[src/rtl/truth_table_sweeper.sv]
// Clocked sweeper: walks a combinational function unit through every input vector,
// samples its output after a settle delay and compares the measured truth table.
module truth_table_sweeper #(
  parameter int N_IN   = 3,
  parameter int SETTLE = 1
) (
  input  logic                    clk,
  input  logic                    reset,
  input  logic                    start,
  input  logic [(1<<N_IN)-1:0]    expected,
  output logic [N_IN-1:0]         f_in,
  input  logic                    f_out,
  output logic                    busy,
  output logic                    done,
  output logic [(1<<N_IN)-1:0]    table_out,
  output logic                    pass,
  output logic [N_IN:0]           mismatch_cnt,
  output logic [N_IN-1:0]         first_bad,
  output logic                    bad_valid
);

  localparam int              NVEC     = 1 << N_IN;
  localparam logic [7:0]      SETTLE_C = 8'(SETTLE);
  localparam logic [N_IN-1:0] LAST_IDX = '1;

  typedef enum logic [1:0] {
    S_IDLE,
    S_WAIT,
    S_SAMPLE,
    S_DONE
  } state_t;

  state_t            state_q, state_d;
  logic [N_IN-1:0]   idx_q, idx_d;
  logic [7:0]        settleCnt_q, settleCnt_d;
  logic [NVEC-1:0]   expCopy_q, expCopy_d;
  logic [NVEC-1:0]   table_q, table_d;
  logic              pass_q, pass_d;
  logic [N_IN:0]     misCnt_q, misCnt_d;
  logic [N_IN-1:0]   firstBad_q, firstBad_d;
  logic              badValid_q, badValid_d;
  logic              sampleMismatch;

  always_ff @(posedge clk) begin
    if (reset) begin
      state_q     <= S_IDLE;
      idx_q       <= '0;
      settleCnt_q <= '0;
      expCopy_q   <= '0;
      table_q     <= '0;
      pass_q      <= 1'b0;
      misCnt_q    <= '0;
      firstBad_q  <= '0;
      badValid_q  <= 1'b0;
    end else begin
      state_q     <= state_d;
      idx_q       <= idx_d;
      settleCnt_q <= settleCnt_d;
      expCopy_q   <= expCopy_d;
      table_q     <= table_d;
      pass_q      <= pass_d;
      misCnt_q    <= misCnt_d;
      firstBad_q  <= firstBad_d;
      badValid_q  <= badValid_d;
    end
  end

  // The vector index doubles as f_in, so it only moves on the SAMPLE->WAIT edge.
  always_comb begin
    state_d        = state_q;
    idx_d          = idx_q;
    settleCnt_d    = settleCnt_q;
    expCopy_d      = expCopy_q;
    table_d        = table_q;
    pass_d         = pass_q;
    misCnt_d       = misCnt_q;
    firstBad_d     = firstBad_q;
    badValid_d     = badValid_q;
    sampleMismatch = 1'b0;

    case (state_q)
      S_IDLE: begin
        if (start) begin
          expCopy_d   = expected;
          table_d     = '0;
          misCnt_d    = '0;
          firstBad_d  = '0;
          badValid_d  = 1'b0;
          pass_d      = 1'b0;
          idx_d       = '0;
          settleCnt_d = SETTLE_C;
          state_d     = S_WAIT;
        end
      end
      S_WAIT: begin
        if (settleCnt_q == 8'd0) begin
          state_d = S_SAMPLE;
        end else begin
          settleCnt_d = settleCnt_q - 8'd1;
        end
      end
      S_SAMPLE: begin
        table_d[idx_q] = f_out;
        sampleMismatch = (f_out != expCopy_q[idx_q]);
        if (sampleMismatch) begin
          misCnt_d = misCnt_q + (N_IN+1)'(1);
          if (!badValid_q) begin
            firstBad_d = idx_q;
            badValid_d = 1'b1;
          end
        end
        // Last-vector test comes before the increment so idx never wraps.
        if (idx_q == LAST_IDX) begin
          pass_d  = (misCnt_d == '0);
          state_d = S_DONE;
        end else begin
          idx_d       = idx_q + N_IN'(1);
          settleCnt_d = SETTLE_C;
          state_d     = S_WAIT;
        end
      end
      S_DONE: begin
        state_d = S_IDLE;
      end
      default: begin
        state_d = S_IDLE;
      end
    endcase
  end

  assign f_in         = idx_q;
  assign busy         = (state_q == S_WAIT) || (state_q == S_SAMPLE);
  assign done         = (state_q == S_DONE);
  assign table_out    = table_q;
  assign pass         = pass_q;
  assign mismatch_cnt = misCnt_q;
  assign first_bad    = firstBad_q;
  assign bad_valid    = badValid_q;

endmodule

[config.mk]
export PLATFORM = sky130hd
export DESIGN_NAME = truth_table_sweeper
export DESIGN_NICKNAME = d
export VERILOG_FILES = /design/src/rtl/truth_table_sweeper.sv
export SDC_FILE = /design/constraint.sdc
export NUM_CORES = 1
export LEC_CHECK = 0
export ABC_AREA = 1
export ABC_CLOCK_PERIOD_IN_PS = 1600
export BUFFER_PORTS_ARGS = -buffer_cell sky130_fd_sc_hd__buf_2
export CAP_MARGIN = 20
export CORE_UTILIZATION = 30
export CTS_CLUSTER_DIAMETER = 150
export DETAILED_ROUTE_END_ITERATION = 6
export GPL_TIMING_DRIVEN = 0
export HOLD_SLACK_MARGIN = 0.06
export SETUP_SLACK_MARGIN = 0.5
export SLEW_MARGIN = 15
export SYNTH_ARGS = -nofsm -noshare
export SYNTH_HDL_FRONTEND = slang
export SYNTH_SLANG_ARGS = --single-unit
[constraint.sdc]
create_clock -name clk -period 1.6 [get_ports clk]
set_input_delay 0.08 -clock clk [delete_from_list [all_inputs] [get_ports clk]]
set_output_delay 0.08 -clock clk [all_outputs]
set_load 0.02 [all_outputs]
## Word-level counts from Yosys, hierarchy flattened

Index checks and enable logic that the tools add are counted.

| storage, ports and cells | value |
|---|---|
| bits in registers | 38 |
| bits of input ports | 12 |
| output and inout bits | 22 |
| logic and storage cells | 71 |

| cells by class | value |
|---|---|
| add/sub/neg operators | 3 |
| order comparisons | 2 |
| eq/ne operators | 12 |
| multiplexer cells | 30 |
| reductions and logical operators | 15 |

Operators with widths:

| operator | number |
|---|---|
| $mux 8 | 4 |
| $pmux 8 s3 | 1 |
| $pmux 8 s2 | 1 |
| $ne 2x2->1 const B | 7 |
| $mux 3 | 4 |
| $mux 4 | 3 |
| $pmux 3 s2 | 2 |
| $reduce_and 3->1 | 3 |
| $bwmux 8 | 1 |
| $logic_not 8->1 | 1 |
| $pmux 2 s4 | 1 |
| $pmux 4 s2 | 1 |
| $reduce_and 4->1 | 2 |
| $sub 8x1->8 const B | 1 |
| $mux 2 | 3 |
| $reduce_and 2->1 | 3 |
| $mux 1 | 5 |
| $add 4x1->4 const B | 1 |
| $eq 2x2->1 const B | 2 |
| $logic_not 4->1 | 1 |
| $lt 3x4->1 const B | 1 |
| $pmux 1 s2 | 2 |
| $add 3x1->3 const B | 1 |
| $bmux 1 s3 | 1 |
| other kinds (10) | 10 |

## Logic depth before layout (Yosys ltp)

Gate-level depths: netlist of the first run.

| logic depth | value |
|---|---|
| depth in word-level cells | 8 |
| gate-level depth with buffers | 13 |
| depth with buffers taken out | 13 |

## Worst setup path after synthesis of the first run

Ideal clock, no wire load.

| path | value |
|---|---|
| kind | flip-flop to flip-flop |
| from | register idx_q[0] (netlist: f_in[0]) |
| to | register settleCnt_q[4] |
| library setup time | 122 ps |
| arrival | 1654 ps |
| data required time | 1478 ps |
| path slack | -175 ps |
| stages on the path, launching flop included | 11 |
| path buffers | 0 |
| period minus slack after synthesis | 1775 ps |
| cell sequence | dfxtp_1 -> ha_1 -> ha_1 -> nand2_1 -> inv_1 -> nor3_2 -> o21ai_2 -> nor2_1 -> nand2_1 -> o21ai_0 -> a21oi_1 |

| on the way | value |
|---|---|
| word-level cells in the longest chain between the ends | 3 |

RTL lines:

| element | line | source |
|---|---|---|
| start, declared | 34 | `logic [N_IN-1:0] idx_q, idx_d;` |
| start signal, assigned | 57 | `idx_q <= idx_d;` |
| $eq 3x3->1 | 113 | `if (idx_q == LAST_IDX) begin` |
| $ne 2x2->1 (no source line) | -- |  |
| $reduce_and 4->1 (no source line) | -- |  |
| end signal, assigned | 58 | `settleCnt_q <= settleCnt_d;` |
| end, declared | 35 | `logic [7:0] settleCnt_q, settleCnt_d;` |

No other way between the ends.
A chain may end at the register's enable or synchronous reset.

## Worst setup path after layout of the first run

| path | value |
|---|---|
| from | register idx_q[0] (netlist: f_in[0]) |
| to | register settleCnt_q[5] |

Same word-level chain as after synthesis.

==> qor.log, run 1 <==
qor: final_layout.num_antenna_cells 0
qor: power_and_ir_drop.ir_drop 0.0006512 V
qor: placed_design.gpl.final_weighted_congestion 0.7613
qor: outcome.run_status finished, violations left
qor: min_path.hold_path_class input pin to flip-flop
qor: power_and_ir_drop.p_leak 1.436 nW
qor: floorplanning.die_area 7153 µm²
qor: sta.clock.fmax 0.5878 GHz
qor: sta.layout_setup_ws -101.1 ps
qor: clocking.worst_skew_pair.late_latency 290 ps
qor: sta.slew_violations 0
qor: synth.ys_types 31
qor: setup_path.cp_data_required_time 1780 ps
qor: synth.synth.area.mux_share 0%
qor: placed_design.dp_worst_setup_slack -151.3 ps
qor: floorplanning.placementRows 29
qor: clocking.tritoncts.num_buffers 5
qor: min_path.worst_hold_startpoint reset
qor: detailed_routing.drc 0
qor: synth.synth_area 2046 µm²
qor: detailed_routing.post_drt_wl_per_cell 13.00 µm
qor: global_route.wire_length_of_the_first_global_routing_pass 9080 µm
qor: synth.post-synth-top-area-cell sky130_fd_sc_hd__dfxtp_1
qor: min_path.hold_depth 2
qor: synth.yosysWarningCount 0
qor: final_layout.layoutNonFillerInstCount 452
qor: floorplanning.chipWidth 84.58 µm
qor: synth.syn-mean-instance-area 7.006 µm²
qor: setup_path.ff2ff_setup_slack -100 ps
qor: run.cap_viol_max_count 0
qor: global_route.antenna_found_initial 0
qor: detailed_routing.drt_pre_antenna_iters 6
qor: clocking.htreeDepth 2
qor: sta.report.final.hold_viol_count 0
qor: setup_path.reg2reg_depth 10
qor: sta.grt_setup_unrepaired true
qor: detailed_routing.drt_wl_total 5878 µm
qor: global_route.overflow 0
qor: synth.synth_xor_xnor_area_share 1.284%
qor: placed_design.placedCellCount 402
qor: clocking.cts.reportedPaths.clkPinSlew 80 ps
qor: global_route.grt_start_max_net_pins 12
qor: floorplanning.core 6459 µm²
qor: sta.layout_worst_path_cycle_share 106.3%
qor: synth.synth_top_family_by_area simple AND/OR/NAND/NOR gates
qor: setup_path.crit_arrival 1880 ps
qor: setup_path.crit_type flip-flop to flip-flop
qor: setup_path.timing.rr.start f_in[0]$_SDFFE_PP0P_
qor: sta.worstMarginPinSlew 776.4 ps
qor: floorplanning.initial_utilization 31.67%
qor: detailed_routing.num_vias 2,179
qor: clocking.cts_num_sinks 38
qor: sta.final.setup_skew 8.164 ps
qor: sta.setup-violations-final 16
qor: final_layout.flow.area_growth_from_synthesis 62.08%
qor: final_layout.post_route_cells_drive_above_1_share 53.87%
qor: power_and_ir_drop.power.density_cell_area 1449 nW/µm²
qor: outcome.violations negative setup slack
qor: setup_path.setup.worst_path.end_class flip-flop
qor: global_route.grt_util_all_layers 15.88%
qor: synth.ys_seq_elements 38
qor: placed_design.dp.final_hpwl 3566 µm
qor: setup_path.worstPathMaxFanout 6
qor: synth.post_synth_net_total 315
qor: detailed_routing.detailedRoute.firstIterationViolations 79
qor: sta.slew_headroom 48.24%
qor: final_layout.num-fill-cells 620
qor: synth.synth_enable_flop_cells 0
qor: synth.synth_simple_gate_area_share 29.05%
qor: detailed_routing.route.antenna.remaining_nets 0
qor: floorplanning.ios 34
qor: synth.synth_sequential_area_ratio 37.19%
qor: placed_design.port_buffers 33
qor: synth.netlist_instances 292
qor: floorplanning.die_height 84.58 µm
qor: final_layout.layout.nets 397
qor: setup_path.r2r_end settleCnt_q[5]$_SDFFE_PP0P_
qor: synth.synth_largest_type_area_fraction 37.19%
qor: synth.post_synth_fa_ha_maj_area_fraction 6.728%
qor: setup_path.startpoint_type flip-flop
qor: clocking.clock_tree.buffer_depth 2
qor: synth.postSynth.asyncResetShare 0%
qor: synth.synth_flop_cell sky130_fd_sc_hd__dfxtp_1
qor: detailed_routing.avgViaCountPerCell 4.821
qor: global_route.via_count_of_the_first_global_routing_pass 1,972
qor: sta.finalCriticalPeriod 1701 ps
qor: synth.synth_area_leaders sky130_fd_sc_hd__dfxtp_1 (37%), sky130_fd_sc_hd__nand2_1 (14%), sky130_fd_sc_hd__a21oi_1 (7.8%)
qor: clocking.clock-root-buffer sky130_fd_sc_hd__clkbuf_8
qor: min_path.min_to state_q[0]$_SDFFE_PP0P_
qor: clocking.tritoncts built
qor: synth.synth_compound_area_share 16.88%
worst max-delay path, cell delays in order (launching register included):
cell,delay (ps)
sky130_fd_sc_hd__dfxtp_4,370
sky130_fd_sc_hd__ha_4,160
sky130_fd_sc_hd__ha_4,150
sky130_fd_sc_hd__nand2_2,60
sky130_fd_sc_hd__inv_2,50
sky130_fd_sc_hd__nor3_4,240
sky130_fd_sc_hd__o21ai_4,130
sky130_fd_sc_hd__nor2_2,110
sky130_fd_sc_hd__nand2_1,80
sky130_fd_sc_hd__o21ai_1,140
sky130_fd_sc_hd__a21oi_1,80
cell type report:
cell class              instances  area [µm²]  area share (%)
clock buffers                   8       80.08           2.415
well taps                      77       96.34           2.906
repair buffers                 75       594.3           17.92
flip-flops and latches         38       780.7           23.55
plain buffers                   7       63.81           1.925
inverters                      39       161.4           4.868
multi-input cells             208        1539           46.42
synthesized netlist by cell type (2+ instances only):
master	n
sky130_fd_sc_hd__nand4_1	3
sky130_fd_sc_hd__clkbuf_1	4
sky130_fd_sc_hd__nor2_1	24
sky130_fd_sc_hd__inv_2	3
sky130_fd_sc_hd__nand2_1	74
sky130_fd_sc_hd__a21oi_1	32
sky130_fd_sc_hd__nand2_4	2
sky130_fd_sc_hd__inv_1	36
sky130_fd_sc_hd__xor2_1	2
sky130_fd_sc_hd__nor3_1	2
sky130_fd_sc_hd__nor2_4	2
sky130_fd_sc_hd__dfxtp_1	38
sky130_fd_sc_hd__a21oi_2	4
sky130_fd_sc_hd__nand2_2	6
sky130_fd_sc_hd__o21ai_0	23
sky130_fd_sc_hd__nor2_2	3
sky130_fd_sc_hd__nand3_1	10
sky130_fd_sc_hd__ha_1	11
where the power goes:
part | internal (mW) | leakage [nW] | switching [mW] | total, mW
combinational | 1.33 | 1.08 | 1.57 | 2.90
clock | 0.310 | 0.0395 | 0.342 | 0.652
sequential | 1.12 | 0.313 | 0.128 | 1.25
total | 2.76 | 1.44 | 2.04 | 4.80
per-layer routing:
| layer | track usage (%) | vias to the layer above | share of wire [%] |
|---|---|---|---|
| met5 | 0 | - | 0 |
| met4 | 4.777 | 0 | 1.2 |
| met3 | 3.736 | 9 | 2.7 |
| met2 | 27.42 | 32 | 52 |
| met1 | 19.63 | 1038 | 44 |
| li1 | - | 1100 | - |
per-stage QoR:
step	TNS [ps]	total power [mW]	hold WS (ps)	cell area (µm²)	utilization, %
floorplan	-0.08349	2.566	142.4	2153	-
global placement	-545.6	2.850	340.5	2415	37.39
detailed placement	-702.6	2.881	344.2	2415	37.39
CTS	-73.56	4.291	33.47	2928	45.33
global route	-2537	5.122	29.77	3316	51.34
finish	-547.0	4.804	30.08	3316	51.34
how the worst max path moves through the flow:
| stage | from | end | slack, ps | cells after the start |
|---|---|---|---|---|
| final | f_in[0]$_SDFFE_PP0P_ | settleCnt_q[5]$_SDFFE_PP0P_ | -100 | 10 |
| after global routing | state_q[0]$_SDFFE_PP0P_ | settleCnt_q[5]$_SDFFE_PP0P_ | -200 | 11 |
| after CTS | state_q[0]$_SDFFE_PP0P_ | settleCnt_q[5]$_SDFFE_PP0P_ | -50 | 11 |
| after detailed placement | f_in[1]$_SDFFE_PP0P_ | settleCnt_q[4]$_SDFFE_PP0P_ | -150 | 10 |
| after global placement | f_in[1]$_SDFFE_PP0P_ | settleCnt_q[4]$_SDFFE_PP0P_ | -140 | 10 |
| after floorplan | f_in[1]$_SDFFE_PP0P_ | settleCnt_q[4]$_SDFFE_PP0P_ | -0.08 | 10 |
cells by family after synthesis:
| group | after synthesis |
|---|---|
| xor+xnor | 3 |
| flops | 38 |
| fa+ha+maj | 11 |
| buf+inv | 46 |
| simple gates | 130 |
| compound gates | 64 |
placed cells by master, fill, tap and decap left out, types with 7 or more instances in the layout:
cell type                  n
sky130_fd_sc_hd__a21oi_1  19
sky130_fd_sc_hd__a21oi_2  17
sky130_fd_sc_hd__buf_2    30
sky130_fd_sc_hd__buf_4    20
sky130_fd_sc_hd__buf_6    18
sky130_fd_sc_hd__dfxtp_1  32
sky130_fd_sc_hd__inv_1    24
sky130_fd_sc_hd__inv_2     9
sky130_fd_sc_hd__nand2_1  41
sky130_fd_sc_hd__nand2_2  29
sky130_fd_sc_hd__nand2_4  11
sky130_fd_sc_hd__nand3_2   7
sky130_fd_sc_hd__nor2_1   15
sky130_fd_sc_hd__nor2_4    9
sky130_fd_sc_hd__o21ai_0  10
sky130_fd_sc_hd__o21ai_2  10
timing repair:
action,4_1_cts,5_1_grt
hold buffers,4,2
cloned,1,0
hold endpoints to repair,7,3
endpoints found under the setup margin,40,40
pin swaps,23,38
resized for setup,60,84
setup buffers,25,10
state kept, by name (all words and copies together), names as in the netlist:
signal	cells
f_in	3
expCopy_q	8
state_q	2
settleCnt_q	8
mismatch_cnt	4
first_bad	3
bad_valid	1
pass	1
table_out	8
Note: power is estimated with default switching activity, not from simulation.
==> inputs of run 2 (changes only) <==
--- a/config.mk
+++ b/config.mk
@@ -5,7 +5,6 @@
 export SDC_FILE = /design/constraint.sdc
 export NUM_CORES = 1
 export LEC_CHECK = 0
-export ABC_AREA = 1
 export ABC_CLOCK_PERIOD_IN_PS = 1600
 export BUFFER_PORTS_ARGS = -buffer_cell sky130_fd_sc_hd__buf_2
 export CAP_MARGIN = 20
==> qor.log, run 2 <==
qor: clocking.cts.reportedPaths.clkPinSlew 80 ps [about the same]
qor: floorplanning.chipWidth 83.72 µm [-1.0%]
qor: synth.synth_largest_type_area_fraction 37.98% [+0.79 points]
qor: final_layout.post_route_cells_drive_above_1_share 48.46% [-5.4 points]
qor: setup_path.cell_type_of_the_slowest_stage_on_the_worst_timing_path sky130_fd_sc_hd__dfxtp_4
qor: final_layout.layout.nets 346 [-13%]
qor: detailed_routing.drt_pre_antenna_iters 4 [-2]
qor: final_layout.fin_util 51.45% [+0.11 points]
qor: placed_design.gpl.final_weighted_congestion 0.7632 [+0.25%]
qor: clocking.tritoncts built
qor: floorplanning.die_area 7008 µm² [-2.0%]
qor: power_and_ir_drop.ir_drop 0.0009475 V [+45%]
qor: outcome.violations negative setup slack
qor: setup_path.startpoint_type flip-flop
qor: power_and_ir_drop.total_switching_power 2.030 mW [-0.60%]
qor: synth.synth_flop_cell sky130_fd_sc_hd__dfxtp_1
qor: setup_path.crit_type flip-flop to flip-flop
qor: placed_design.port_buffers 32 [-3.0%]
qor: power_and_ir_drop.switching_share_of_total_power 40.06% [-2.4 points]
qor: synth.netlist_instances 246 [-16%]
qor: placed_design.placedCellCount 355 [-12%]
qor: clocking.clock_tree.buffer_depth 2 [unchanged]
qor: synth.ys_types 46 [+48%]
qor: min_path.hold_path_class input pin to flip-flop
qor: floorplanning.die_height 83.72 µm [-1.0%]
qor: power_and_ir_drop.combinationalPowerShare 58.7% [-1.7 points]
qor: placed_design.dp_worst_setup_slack -436.7 ps [-285.4 ps]
qor: detailed_routing.drt_wl_total 5709 µm [-2.9%]
qor: clocking.clock-root-buffer sky130_fd_sc_hd__clkbuf_8
qor: synth.synth_area_leaders sky130_fd_sc_hd__dfxtp_1 (38%), sky130_fd_sc_hd__a21oi_1 (7.5%), sky130_fd_sc_hd__ha_1 (6.9%)
qor: setup_path.crit_arrival 2130 ps [+250 ps]
qor: synth.synth.cells.most_frequent sky130_fd_sc_hd__dfxtp_1 (38), sky130_fd_sc_hd__nand2_1 (35), sky130_fd_sc_hd__a21oi_1 (30), sky130_fd_sc_hd__nor2_1 (22), sky130_fd_sc_hd__ha_1 (11)
qor: clocking.tritoncts.num_buffers 5 [unchanged]
qor: sta.final.setup_skew 5.528 ps [-2.636 ps]
qor: sta.grt_setup_unrepaired true
qor: synth.post_synth_net_total 269 [-15%]
qor: synth.ys_seq_elements 38 [unchanged]
qor: min_path.worst_hold_startpoint reset
qor: clocking.htreeDepth 2 [unchanged]
qor: global_route.grt_util_all_layers 16.34% [+0.46 points]
qor: power_and_ir_drop.sequentialPowerShare 25.7% [-0.3 points]
qor: sta.report.final.hold_viol_count 0 [unchanged]
qor: min_path.hold_depth 3 [+1]
qor: global_route.overflow 0 [unchanged]
qor: setup_path.ff2ff_setup_slack -360 ps [-260 ps]
qor: synth.post-synth-top-area-cell sky130_fd_sc_hd__dfxtp_1
qor: sta.slew_violations 0 [unchanged]
qor: global_route.grt_start_max_net_pins 13 [+1]
qor: detailed_routing.drc 0 [unchanged]
qor: setup_path.worstPathBufferInverterCount 2 [+1]
qor: detailed_routing.detailedRoute.firstIterationViolations 115 [+46%]
qor: synth.synth_area 2003 µm² [-2.1%]
qor: final_layout.final_common_cell sky130_fd_sc_hd__buf_2
qor: setup_path.crit_family compound AO/OA/AOI/OAI gates
qor: sta.layout_worst_path_cycle_share 122.8% [+16 points]
qor: synth.synth_enable_flop_cells 0 [unchanged]
qor: final_layout.num_antenna_cells 0 [unchanged]
qor: sta.slew_headroom 60.38% [+12 points]
qor: global_route.via_count_of_the_first_global_routing_pass 1,964 [-0.41%]
qor: placed_design.dp.final_hpwl 3589 µm [+0.65%]
qor: sta.worstMarginPinSlew 594.3 ps [-182.1 ps]
qor: detailed_routing.post_drt_wl_per_cell 14.24 µm [+9.5%]
qor: clocking.cts_num_sinks 38 [unchanged]
qor: detailed_routing.avgViaCountPerCell 5.252 [+8.9%]
qor: outcome.run_status finished, violations left
qor: setup_path.cp_cell_sequence buf_8, mux2_4, o2bb2ai_4, o21a_4, or2_1, buf_6, o311ai_4, a21oi_2
qor: clocking.worst_skew_pair.late_latency 290 ps [about the same]
qor: setup_path.cp_data_required_time 1760 ps [-20 ps]
qor: floorplanning.core 6386 µm² [-1.1%]
qor: final_layout.layoutNonFillerInstCount 401 [-11%]
qor: power_and_ir_drop.power.density_cell_area 1542 nW/µm² [+6.4%]
qor: floorplanning.initial_utilization 31.37% [-0.31 points]
qor: global_route.wire_length_of_the_first_global_routing_pass 9418 µm [+3.7%]
qor: power_and_ir_drop.internal-power 3.038 mW [+10%]
qor: floorplanning.placementRows 29 [unchanged]
qor: synth.yosysWarningCount 0 [unchanged]
qor: synth.postSynth.asyncResetShare 0% [unchanged]
qor: setup_path.first_element_of_the_critical_path f_in[0]$_SDFFE_PP0P_
qor: synth.syn-mean-instance-area 8.143 µm² [+16%]
qor: setup_path.worst_path_largest_cell_delay 350 ps [-20 ps]
qor: sta.layout_setup_ws -364.3 ps [-263.1 ps]
qor: setup_path.path_depth 8 [-2]
qor: power_and_ir_drop.p_leak 1.276 nW [-11%]
qor: sta.finalCriticalPeriod 1964 ps [+263.1 ps]
qor: power_and_ir_drop.share_clk_of_total_power 15.7% [+2.1 points]
qor: floorplanning.ios 34 [unchanged]
qor: synth.yosys.cell_count.top_type sky130_fd_sc_hd__dfxtp_1
qor: detailed_routing.route.antenna.remaining_nets 0 [unchanged]
qor: sta.setup-violations-final 17 [+1]
qor: final_layout.layout.cells.most_common_list sky130_fd_sc_hd__buf_2 (32), sky130_fd_sc_hd__dfxtp_1 (29), sky130_fd_sc_hd__a21oi_1 (24), sky130_fd_sc_hd__nand2_1 (21), sky130_fd_sc_hd__buf_4 (18)
qor: setup_path.setup.worst_path.end_class flip-flop
qor: setup_path.reg2reg_depth 8 [-2]
qor: sta.clock.fmax 0.5091 GHz [-13%]
qor: run.cap_viol_max_count 0 [unchanged]
qor: setup_path.worstPathMaxFanout 7 [+1]
qor: detailed_routing.num_vias 2,106 [-3.4%]
qor: synth.synth_sequential_area_ratio 37.98% [+0.79 points]
qor: sta.final_layout_setup_total_negative_slack -3989 ps [-3442 ps]
qor: setup_path.timing.rr.start f_in[0]$_SDFFE_PP0P_
qor: global_route.antenna_found_initial 0 [unchanged]
qor: final_layout.flow.area_growth_from_synthesis 64.02%
-- run 2: layer usage --
metal,vias up,GRT usage [%],wire [µm]
met5,-,0,0
met4,0,4.777,65
met3,6,2.868,252
met2,53,28.16,2877
met1,1006,20.80,2514
li1,1041,-,-
-- run 2: kinds of logic (layout without fill, tap and decap cells) --
logic type / after synthesis / count (layout) / share of synthesized area [%]
xor gates and xnor gates: 4 / 4 / 1.749
muxes: 4 / 4 / 2.248
buffers and inverters: 19 / 97 / 4.496
DFF: 38 / 38 / 37.98
and+or+nand+nor: 101 / 101 / 25.17
adders and majority gates: 11 / 11 / 6.871
AOI/OAI and AO/OA: 69 / 69 / 21.49
-- run 2: timing repair --
item / 4_1_cts / 5_1_grt
buffers inserted: 24 / 5
gates cloned: 0 / 1
endpoints found under the setup margin: 39 / 42
resized for setup: 60 / 33
pin swaps: 30 / 21
endpoints found under the hold margin: 8 / 0
hold buffers: 8 / 0
-- run 2: final timing paths --
check                                                  to
worst min register to register  expCopy_q[6]$_SDFFE_PP0P_
worst max-delay path            first_bad[1]$_SDFFE_PP0P_
worst max register to register  first_bad[1]$_SDFFE_PP0P_
worst min-delay path                    pass$_SDFFE_PP0P_
-- run 2: cell type report --
| class | count | area (µm²) |
|---|---|---|
| Buffer | 12 | 107.6 |
| Fill cell | 566 | 3100 |
| Sequential cell | 38 | 782.0 |
| Inverter | 7 | 38.79 |
| Tap cell | 77 | 96.34 |
| Multi-Input combinational cell | 189 | 1613 |
| Clock buffer | 8 | 111.4 |
| Timing Repair Buffer | 70 | 536.8 |
-- run 2: power groups by stage --
stage | Clock [mW] | Combinational (mW) | Sequential [mW]
finish | 0.795 | 2.97 | 1.30
global route | 0.843 | 3.21 | 1.32
CTS | 0.808 | 2.54 | 1.29
detailed placement | 0 | 1.64 | 1.32
global placement | 0 | 1.62 | 1.31
floorplan | 0 | 1.34 | 1.30
-- run 2: metrics by stage --
| stage | hold slack (ps) | power [mW] | area, µm² |
|---|---|---|---|
| 6_report | 218.6 | 5.067 | 3286 |
| 3_5_place_dp | 325.6 | 2.954 | 2424 |
| 4_1_cts | 215.6 | 4.637 | 3077 |
| 3_3_place_gp | 326.3 | 2.934 | 2424 |
| 2_1_floorplan | 216.0 | 2.643 | 2167 |
| 5_1_grt | 263.7 | 5.373 | 3286 |
-- run 2: tightest hold or removal path, cell delays in order --
cell and delay, ps:
sky130_fd_sc_hd__buf_1 140, sky130_fd_sc_hd__nand3b_1 190, sky130_fd_sc_hd__o31ai_1 60
==> inputs of run 3 (changes only) <==
--- a/config.mk
+++ b/config.mk
@@ -5,13 +5,13 @@
 export SDC_FILE = /design/constraint.sdc
 export NUM_CORES = 1
 export LEC_CHECK = 0
-export ABC_CLOCK_PERIOD_IN_PS = 1600
+export ABC_CLOCK_PERIOD_IN_PS = 1750
 export BUFFER_PORTS_ARGS = -buffer_cell sky130_fd_sc_hd__buf_2
 export CAP_MARGIN = 20
+export CORE_MARGIN = 2
 export CORE_UTILIZATION = 30
 export CTS_CLUSTER_DIAMETER = 150
 export DETAILED_ROUTE_END_ITERATION = 6
-export GPL_TIMING_DRIVEN = 0
 export HOLD_SLACK_MARGIN = 0.06
 export SETUP_SLACK_MARGIN = 0.5
 export SLEW_MARGIN = 15
==> constraint.sdc (replaced) <==
create_clock -name clk -period 1.75 [get_ports clk]
set_input_delay 0.0875 -clock clk [delete_from_list [all_inputs] [get_ports clk]]
set_output_delay 0.0875 -clock clk [all_outputs]
set_load 0.02 [all_outputs]
==> qor.log, run 3 (synthesis results as in run 2) <==
qor: detailed_routing.route.antenna.remaining_nets 0 [unchanged]
qor: global_route.antenna_found_initial 0 [unchanged]
qor: detailed_routing.avgViaCountPerCell 5.106 [-2.8%]
qor: global_route.wire_length_of_the_first_global_routing_pass 9004 µm [-4.4%]
qor: placed_design.dp_worst_setup_slack -127.1 ps [+309.7 ps]
qor: detailed_routing.detailedRoute.firstIterationViolations 88 [-23%]
qor: outcome.violations negative setup slack
qor: power_and_ir_drop.p_leak 1.291 nW [+1.2%]
qor: sta.layout_worst_path_cycle_share 104.9% [-18 points]
qor: power_and_ir_drop.ir_drop 0.0009645 V [+1.8%]
qor: setup_path.worstPathMaxFanout 7 [unchanged]
qor: final_layout.layout.nets 350 [+1.2%]
qor: placed_design.port_buffers 33 [+3.1%]
qor: clocking.cts.reportedPaths.clkPinSlew 80 ps [about the same]
qor: sta.clock.fmax 0.5449 GHz [+7.0%]
qor: clocking.tritoncts.num_buffers 5 [unchanged]
qor: final_layout.flow.area_growth_from_synthesis 60.52%
qor: sta.final.setup_skew 5.880 ps [+0.3519 ps]
qor: clocking.clock-root-buffer sky130_fd_sc_hd__clkbuf_8
qor: detailed_routing.drt_pre_antenna_iters 4 [unchanged]
qor: sta.slew_headroom 68.40% [+8.0 points]
qor: sta.setup-violations-final 9 [-8]
qor: final_layout.post_route_cells_drive_above_1_share 51.22% [+2.8 points]
qor: clocking.clock_tree.buffer_depth 2 [unchanged]
qor: sta.final_layout_setup_total_negative_slack -562.6 ps [+3426 ps]
qor: global_route.grt_util_all_layers 15.26% [-1.1 points]
qor: sta.slew_violations 0 [unchanged]
qor: global_route.overflow 0 [unchanged]
qor: outcome.run_status finished, violations left
qor: floorplanning.chipWidth 85.72 µm [+2.4%]
qor: floorplanning.ios 34 [unchanged]
qor: final_layout.num-fill-cells 590 [+4.2%]
qor: power_and_ir_drop.power.density_cell_area 1274 nW/µm² [-17%]
qor: sta.layout_setup_ws -85.13 ps [+279.1 ps]
qor: clocking.cts_num_sinks 38 [unchanged]
qor: setup_path.setup.worst_path.end_class flip-flop
qor: floorplanning.placementRows 29 [unchanged]
qor: detailed_routing.num_vias 2,068 [-1.8%]
qor: min_path.hold_path_class input pin to flip-flop
qor: detailed_routing.drc 0 [unchanged]
qor: placed_design.dp.final_hpwl 3605 µm [+0.45%]
qor: global_route.via_count_of_the_first_global_routing_pass 1,937 [-1.4%]
qor: setup_path.startpoint_type flip-flop
qor: detailed_routing.post_drt_wl_per_cell 13.88 µm [-2.5%]
qor: floorplanning.initial_utilization 31.37% [unchanged]
qor: sta.worstMarginPinSlew 473.9 ps [-120.4 ps]
qor: setup_path.crit_type flip-flop to flip-flop
qor: global_route.grt_start_max_net_pins 24 [+11]
qor: final_layout.final_common_cell sky130_fd_sc_hd__buf_2
qor: clocking.tritoncts built
qor: placed_design.gpl.final_weighted_congestion 0.7582 [-0.66%]
qor: floorplanning.die_area 7347 µm² [+4.8%]
qor: setup_path.crit_arrival 2010 ps [-120 ps]
qor: floorplanning.die_height 85.72 µm [+2.4%]
qor: setup_path.cp_data_required_time 1920 ps [+160 ps]
qor: setup_path.ff2ff_setup_slack -90 ps [+280 ps]
qor: sta.finalCriticalPeriod 1835 ps [-129.1 ps]
qor: floorplanning.core 6386 µm² [unchanged]
qor: final_layout.layout.cells.most_common_list sky130_fd_sc_hd__buf_2 (32), sky130_fd_sc_hd__dfxtp_1 (31), sky130_fd_sc_hd__buf_4 (31), sky130_fd_sc_hd__nand2_1 (21), sky130_fd_sc_hd__nor2_1 (18)
qor: run.cap_viol_max_count 0 [unchanged]
qor: clocking.htreeDepth 2 [unchanged]
qor: final_layout.num_antenna_cells 0 [unchanged]
qor: clocking.worst_skew_pair.late_latency 290 ps [about the same]
qor: sta.grt_setup_unrepaired true
qor: sta.report.final.hold_viol_count 0 [unchanged]
qor: detailed_routing.drt_wl_total 5623 µm [-1.5%]
[run 3: report_power, final]
group | switching (mW) | leakage, nW | internal, mW
Sequential | 0.184 | 0.313 | 1.02
Clock | 0.328 | 0.0416 | 0.273
Combinational | 1.15 | 0.937 | 1.14
Total | 1.66 | 1.29 | 2.44
[run 3: path summary, 6_finish.rpt]
path                                                 from                   endpoint  cells after the start
worst min-delay path                                reset  table_out[4]$_SDFFE_PP0P_                      2
worst max-delay path                 f_in[0]$_SDFFE_PP0P_  first_bad[0]$_SDFFE_PP0P_                      6
worst max register to register       f_in[0]$_SDFFE_PP0P_  first_bad[0]$_SDFFE_PP0P_                      6
worst min register to register  expCopy_q[2]$_SDFFE_PP0P_  expCopy_q[2]$_SDFFE_PP0P_                      2
[run 3: final cells by class]
cell class	instances	area, µm²	share of cell area [%]
Clock inverter	3	16.27	0.5058
Tap cell	77	96.34	2.996
Inverter	7	38.79	1.206
Timing Repair Buffer	86	663.1	20.62
Multi-Input combinational cell	189	1555	48.37
Clock buffer	5	68.82	2.140
Sequential cell	38	777.0	24.16
[run 3: repair_timing]
action | CTS | global route
gates cloned | 0 | 1
endpoints found under the hold margin | 8 | 0
hold buffers | 8 | 0
setup buffers | 12 | 12
setup endpoints to repair | 31 | 40
gates resized for setup | 35 | 52
pin swaps | 12 | 34
[run 3: metrics by stage]
stage	util (%)	cell area (µm²)	power [mW]	hold WS [ps]	instances
finish	50.35	3216	4.097	226.4	405
global route	50.35	3216	4.374	258.6	405
CTS	45.73	2920	3.720	204.8	392
detailed placement	38.91	2485	2.738	334.3	364
global placement	38.91	2485	2.714	331.0	364
floorplan	-	2147	2.379	223.5	246
[run 3: layer usage]
| layer | GRT usage (%) | up-vias | wire, µm |
|---|---|---|---|
| met5 | 0 | - | 0 |
| met4 | 5.772 | 0 | 58 |
| met3 | 3.176 | 5 | 179 |
| met2 | 24.57 | 35 | 2770 |
| met1 | 20.09 | 986 | 2615 |
| li1 | - | 1042 | - |
[run 3: worst max-delay path, cell delays in order, from the launching register on]
cell and delay [ps]:
sky130_fd_sc_hd__dfxtp_4 420, sky130_fd_sc_hd__mux2_4 320, sky130_fd_sc_hd__o2bb2ai_2 130, sky130_fd_sc_hd__o21a_4 220
sky130_fd_sc_hd__or2_4 280, sky130_fd_sc_hd__o311ai_2 260, sky130_fd_sc_hd__a21oi_2 80
